### src/rtl/i3c_line_pkg.sv
// Shared constants for the I3C line conditioner: parameter defaults, legal
// maxima and the counter widths derived from them.
package i3c_line_pkg;

    localparam int FILT_CYC_DEF = 3;
    localparam int FILT_CYC_MAX = 15;
    localparam int IDLE_CYC_DEF = 200;
    localparam int IDLE_CYC_MAX = 65535;

    localparam int FILT_CNT_W = $clog2(FILT_CYC_MAX + 1);
    localparam int IDLE_CNT_W = $clog2(IDLE_CYC_MAX + 1);

endpackage

### src/rtl/i3c_glitch_filter.sv
// One bus line: 2-flop synchronizer followed by a stable-count glitch filter.
// Raw edge to filtered edge is exactly 2+FILT_CYC cycles.
module i3c_glitch_filter
    import i3c_line_pkg::*;
#(
    parameter int FILT_CYC = FILT_CYC_DEF
) (
    input  logic pclk,
    input  logic areset,
    input  logic line,
    output logic filt
);

    localparam logic [FILT_CNT_W-1:0] LAST = FILT_CNT_W'(FILT_CYC - 1);

    logic                  sync1;
    logic                  sync2;
    logic [FILT_CNT_W-1:0] cnt;

    // The counter restarts on any cycle where the synchronized value agrees.
    always_ff @(posedge pclk or posedge areset) begin
        if (areset) begin
            sync1 <= 1'b1;
            sync2 <= 1'b1;
            filt  <= 1'b1;
            cnt   <= '0;
        end else begin
            sync1 <= line;
            sync2 <= sync1;
            if (sync2 != filt) begin
                if (cnt == LAST) begin
                    filt <= sync2;
                    cnt  <= '0;
                end else begin
                    cnt <= cnt + 1'b1;
                end
            end else begin
                cnt <= '0;
            end
        end
    end

endmodule

### src/rtl/i3c_line_conditioner.sv
// Per-channel SCL/SDA conditioning: filtering, START/Sr/STOP detection, bus
// busy/idle tracking and arbitration-loss detection. Optional idle timer is
// enabled with the macro I3C_LINE_IDLE_TIMER_EN.
module i3c_line_conditioner
    import i3c_line_pkg::*;
#(
    parameter int NUM_CH   = 1,
    parameter int FILT_CYC = FILT_CYC_DEF,
    parameter int IDLE_CYC = IDLE_CYC_DEF
) (
    input  logic              pclk,
    input  logic              areset,
    input  logic [NUM_CH-1:0] scl_i,
    input  logic [NUM_CH-1:0] sda_i,
    input  logic [NUM_CH-1:0] scl_pull_i,
    input  logic [NUM_CH-1:0] sda_pull_i,
    output logic [NUM_CH-1:0] scl_oen_o,
    output logic [NUM_CH-1:0] sda_oen_o,
    output logic [NUM_CH-1:0] scl_f_o,
    output logic [NUM_CH-1:0] sda_f_o,
    output logic [NUM_CH-1:0] start_o,
    output logic [NUM_CH-1:0] rstart_o,
    output logic [NUM_CH-1:0] stop_o,
    output logic [NUM_CH-1:0] arb_lost_o,
    output logic [NUM_CH-1:0] bus_busy_o,
    output logic [NUM_CH-1:0] bus_idle_o
);

    if (FILT_CYC < 1 || FILT_CYC > FILT_CYC_MAX || IDLE_CYC < 2 || IDLE_CYC > IDLE_CYC_MAX) begin : g_bad_param
        $error("i3c_line_conditioner: FILT_CYC or IDLE_CYC out of range");
    end

    for (genvar ch = 0; ch < NUM_CH; ch++) begin : g_ch
        logic scl_f, sda_f, scl_q, sda_q;
        logic start_c, stop_c, arb_c;
        logic scl_oen, sda_oen, start_r, rstart_r, stop_r, arb_r, busy, idle;

        i3c_glitch_filter #(.FILT_CYC(FILT_CYC)) u_scl (
            .pclk(pclk), .areset(areset), .line(scl_i[ch]), .filt(scl_f)
        );
        i3c_glitch_filter #(.FILT_CYC(FILT_CYC)) u_sda (
            .pclk(pclk), .areset(areset), .line(sda_i[ch]), .filt(sda_f)
        );

        // SCL must be high on both sides of the SDA edge, which also rejects
        // simultaneous SCL/SDA changes.
        always_comb begin
            start_c = scl_f & scl_q & sda_q & ~sda_f;
            stop_c  = scl_f & scl_q & ~sda_q & sda_f;
            arb_c   = scl_f & ~scl_q & busy & ~sda_oen & ~sda_f;
        end

`ifdef I3C_LINE_IDLE_TIMER_EN
        localparam logic [IDLE_CNT_W-1:0] IDLE_LIM = IDLE_CNT_W'(IDLE_CYC);
        logic [IDLE_CNT_W-1:0] idle_cnt;
        logic                  idle_hit;

        assign idle_hit = (idle_cnt == IDLE_LIM);

        // Saturating count of cycles with both filtered lines high.
        always_ff @(posedge pclk or posedge areset) begin
            if (areset) begin
                idle_cnt <= IDLE_CNT_W'(1);
            end else if (scl_f & sda_f) begin
                if (!idle_hit) idle_cnt <= idle_cnt + 1'b1;
            end else begin
                idle_cnt <= '0;
            end
        end
`endif

        always_ff @(posedge pclk or posedge areset) begin
            if (areset) begin
                scl_q    <= 1'b1;
                sda_q    <= 1'b1;
                scl_oen  <= 1'b0;
                sda_oen  <= 1'b0;
                start_r  <= 1'b0;
                rstart_r <= 1'b0;
                stop_r   <= 1'b0;
                arb_r    <= 1'b0;
                busy     <= 1'b0;
                idle     <= 1'b1;
            end else begin
                scl_q    <= scl_f;
                sda_q    <= sda_f;
                scl_oen  <= scl_pull_i[ch];
                sda_oen  <= sda_pull_i[ch];
                start_r  <= start_c & ~busy;
                rstart_r <= start_c & busy;
                stop_r   <= stop_c;
                arb_r    <= arb_c;
`ifdef I3C_LINE_IDLE_TIMER_EN
                // A long idle while busy recovers from a missed STOP silently.
                if (start_c)                busy <= 1'b1;
                else if (stop_c || idle_hit) busy <= 1'b0;
                idle <= idle_hit & ~busy;
`else
                if (start_c)     busy <= 1'b1;
                else if (stop_c) busy <= 1'b0;
                idle <= ~busy;
`endif
            end
        end

        assign scl_oen_o[ch]  = scl_oen;
        assign sda_oen_o[ch]  = sda_oen;
        assign scl_f_o[ch]    = scl_f;
        assign sda_f_o[ch]    = sda_f;
        assign start_o[ch]    = start_r;
        assign rstart_o[ch]   = rstart_r;
        assign stop_o[ch]     = stop_r;
        assign arb_lost_o[ch] = arb_r;
        assign bus_busy_o[ch] = busy;
        assign bus_idle_o[ch] = idle;
    end

endmodule

### config.mk
export PLATFORM = sky130hd
export DESIGN_NAME = i3c_line_conditioner
export DESIGN_NICKNAME = d
export VERILOG_FILES = /design/src/rtl/i3c_line_pkg.sv /design/src/rtl/i3c_glitch_filter.sv /design/src/rtl/i3c_line_conditioner.sv
export SDC_FILE = /design/constraint.sdc
export NUM_CORES = 1
export LEC_CHECK = 0
export BUFFER_PORTS_ARGS = -buffer_cell sky130_fd_sc_hd__clkbuf_2
export CORE_ASPECT_RATIO = 1.5
export CORE_MARGIN = 3
export CORE_UTILIZATION = 47
export DETAILED_ROUTE_END_ITERATION = 10
export PLACE_DENSITY = 0.74
export SYNTH_ARGS = -nofsm -noshare
export SYNTH_HDL_FRONTEND = slang
export SYNTH_HIERARCHICAL = 1
export SYNTH_SLANG_ARGS = --single-unit
### constraint.sdc
create_clock -name pclk -period 1.1 [get_ports pclk]
set_input_delay 0 -clock pclk [delete_from_list [all_inputs] [get_ports pclk]]
set_output_delay 0 -clock pclk [all_outputs]
set_load 0.01 [all_outputs]
==> results.md <==
Die:
- The top-level I/O count is 16.
- The die is 42.1 um wide.
- The floorplan has 19 rows.
- The effective utilization at floorplan is 49.6%.
- The area enclosed by the die boundary is 2530 sq um.
- The placeable core area is ~1900 sq um.
- In this run the vertical extent of the chip is 60.2 um.

Timing:
- The top achievable clock speed is 902 MHz.
- Setup repair after global routing could not meet its margin everywhere.
- The total count of max-transition violations in the final report was 0.
- After layout, the worst setup slack is -8.42 ps.
- In the finished design, the share of the clock period the worst path needs comes to 101%.
- The final-report hold violation count came to 0.
- The final-report setup violation count is 1.
- The final worst clock skew is approximately 11 ps.
- In this run the tightest slew margin relative to its limit is 74.9%.
- The worst path in the final design needs a cycle of between 1000 and 1500 ps, including I/O delays and setup.
- The pin slew with the least headroom to its limit is 376 ps.
- Setup total negative slack on the finished layout was measured at -8.42 ps.

Worst setup path:
- The largest individual stage delay along the critical path comes from the cell dfstp_2.
- The critical path is of the reg2reg type.
- The startpoint identified for the worst register-to-register timing path is g_ch[0].u_scl/filt$_DFFE_PP1P_.
- The endpoint of the worst-slack reg-to-reg timing path is bus_busy_o$_DFFE_PP0P_.
- Data on the critical path arrives at its endpoint at 1290 ps.
- The count of cells along the worst register-to-register path is 3.
- The startpoint type of the worst setup path is a flop.
- At the worst endpoint, the required time is about 1300 ps.
- Walking the worst path, the cells encountered are buf_4 -> a21bo_2 -> nand4_1.
- Following the worst setup path forward leads to its endpoint at bus_busy_o$_DFFE_PP0P_.
- Tracing the worst setup path back leads to its startpoint at g_ch[0].u_scl/filt$_DFFE_PP1P_.
- The worst setup path is captured at a flop.
- The delay of the slowest critical-path stage is between 600 and 700 ps.
- The top fanout value on the critical path is 6.
- The reg2reg setup slack is -8 ps.

Drt:
- The via count is approximately 570.
- The via-per-instance ratio is 4.82.
- The number of routed nets with antenna violations is 0.
- The final wirelength is between 1 and 1.5 mm.
- The routed wirelength normalized by instance count is 11.3 um.
- The DRC violation count after routing is 0.
- The first TritonRoute pass finished after 4 iterations.
- The starting DRC count in detailed routing is 13.

Global route:
- The number of antenna violations at the first check in global routing came to 0.
- Entering global routing, the biggest net connects 15 pins.
- The total grt overflow is 0.
- The first global-routing pass estimated 2.28 mm of wire.
- For this run, the total global-route usage over all layers was measured as 12.1%.
- The number of global-route vias before repair is 584.

Clock tree:
- The maximum buffer depth of the clock tree is 2.
- The clock latency on the worst-skew pair is 310 ps.
- Clock-pin slew was measured on the worst setup and hold paths at 130 ps.
- TritonCTS built the clock tree.
- The tree is rooted in a clkbuf_4.
- The total number of clock tree sinks is 24.
- CTS built an H-tree with a depth of 1.
- The TritonCTS buffer count is 3.

Status:
- The run finished, with violations left.
- The final reports fail on negative setup slack.

Place:
- In this run the tool buffered the top-level ports with 15 buffer cells.
- The congestion estimate from routability-driven global placement came to about 0.68.
- The post-placement worst setup slack is 35.2 ps.
- Once detailed placement completed, the half-perimeter wirelength came to 991 um.

Finish:
- The post-route netlist has between 50% and 60% of its cells at a drive strength greater than 1.
- The post-synthesis to final-layout area growth is 30.9%.
- The antenna diode count is 0.
- After the last flow step, the layout net total stands at roughly 110.
- The library cells used most frequently in the layout, excluding fill and tap cells, are dfrtp_1 (15), clkbuf_2 (13), dfstp_2 (9).
- The largest registers in the layout are g_ch.u_scl/cnt (4), g_ch.u_sda/cnt (4).
- Leaving out fill and tap cells, the most frequent cell in the layout is dfrtp_1.

Synth:
- In this run the cell area of the synthesized design comes to 920 sq um.
- The total of flip-flops plus latches after synthesis is 24.
- In this run the mean area of a mapped cell was 13.5 sq um.
- The post-synth net total is 78.
- The post-synthesis cell type count is 19.
- The sequential element share of the synthesized area is 66.5%.
- The cell count after synthesis is 68.
- The number of warnings issued by yosys is 6.

Worst hold path:
- The path type of the worst min-delay path is in2async.

Power and ir drop:
- The power per cell area is between 2000 and 2500 nW/um^2.
- The static leakage power is 0.599 nW.
- The maximum ir drop on the vdd rail is 0.00156 V.

Run:
- The tool flagged a number of max-cap violations equal to 0.
## cell type report
class                           instances  area [sq um]
Clock buffer                            3          22.5
Clock inverter                          1          30.0
Fill cell                             137           651
Inverter                                6          22.5
Multi-Input combinational cell         38           320
Sequential cell                        24           612
Tap cell                               21          26.3
Timing Repair Buffer                   26           170
## report_power, final
| part | switching (mW) | internal (mW) | leakage [nW] |
|---|---|---|---|
| registers | 0.207 | 1.17 | 0.290 |
| clock network | 0.251 | 0.369 | 0.0279 |
| logic | 0.431 | 0.542 | 0.281 |
## cell families after synthesis
| family | share of synthesized area [%] |
|---|---|
| buf+inv | 2.45 |
| simple gates | 13.9 |
| fa+ha+maj | 5.44 |
| mux | 3.27 |
| flops | 66.5 |
| compound gates | 2.72 |
| xor+xnor | 5.71 |
## how the worst min path moves through the flow
| stage | cells after the start | end |
|---|---|---|
| 2_1_floorplan | 1 | g_ch[0].u_scl/cnt[0]$_DFF_PP0_ |
| 3_3_place_gp | 2 | g_ch[0].u_sda/cnt[3]$_DFF_PP0_ |
| 3_5_place_dp | 2 | g_ch[0].u_scl/cnt[3]$_DFF_PP0_ |
| 4_1_cts | 3 | g_ch[0].u_scl/cnt[3]$_DFF_PP0_ |
| 5_1_grt | 3 | g_ch[0].u_scl/cnt[3]$_DFF_PP0_ |
| 6_report | 3 | g_ch[0].u_scl/cnt[3]$_DFF_PP0_ |
## layer usage
| layer | share of wire, % | GRT usage, % |
|---|---|---|
| met5 | 0 | 0 |
| met4 | 1.8 | 8.00 |
| met3 | 5.9 | 2.11 |
| met2 | 54 | 23.2 |
| met1 | 38 | 11.6 |
## metrics by stage
step | cells | utilization, % | power, mW | hold slack [ps] | instance area [sq um]
floorplan | 68 | - | 1.89 | -199 | 920
global placement | 108 | 56.7 | 2.19 | -60.9 | 1050
detailed placement | 108 | 56.7 | 2.22 | -56.9 | 1050
CTS | 118 | 62.6 | 2.88 | 134 | 1160
global route | 119 | 64.9 | 3.16 | 162 | 1200
finish | 119 | 64.9 | 2.97 | 139 | 1200
## cells in the mapped netlist
master / number / share of area (%)
nor2_2: 2 / 1.4
mux2_4: 2 / 3.3
a21o_1: 2 / 1.6
dfstp_2: 9 / 26
inv_1: 6 / 2.4
a21bo_2: 1 / 1.1
nand4b_1: 1 / 0.95
nor2_1: 9 / 3.7
nand4_1: 1 / 0.68
and4b_2: 1 / 1.2
nor3_1: 1 / 0.54
xnor2_1: 4 / 3.8
nand2b_2: 1 / 0.95
xor2_1: 2 / 1.9
nand2_1: 3 / 1.2
ha_1: 4 / 5.4
nor4b_2: 1 / 1.6
nand3_1: 3 / 1.6
dfrtp_1: 15 / 41
## what timing repair did
| item | CTS | global route |
|---|---|---|
| endpoints found under the hold margin | 28 | 0 |
| endpoints found under the setup margin | 1 | 13 |
| hold buffers | 5 | 0 |
| buffers inserted | 2 | 1 |
| pin swaps | 0 | 6 |
| cloned | 0 | 0 |
| resized for setup | 0 | 10 |
## worst max-delay path: cells and delay by family (launching register included)
family	cells	cell delay, ps
and+or+nand+nor	1	110
DFF	1	620
buffers and inverters	1	130
AOI/OAI and AO/OA	1	120
(Power assumes the default switching activity.)
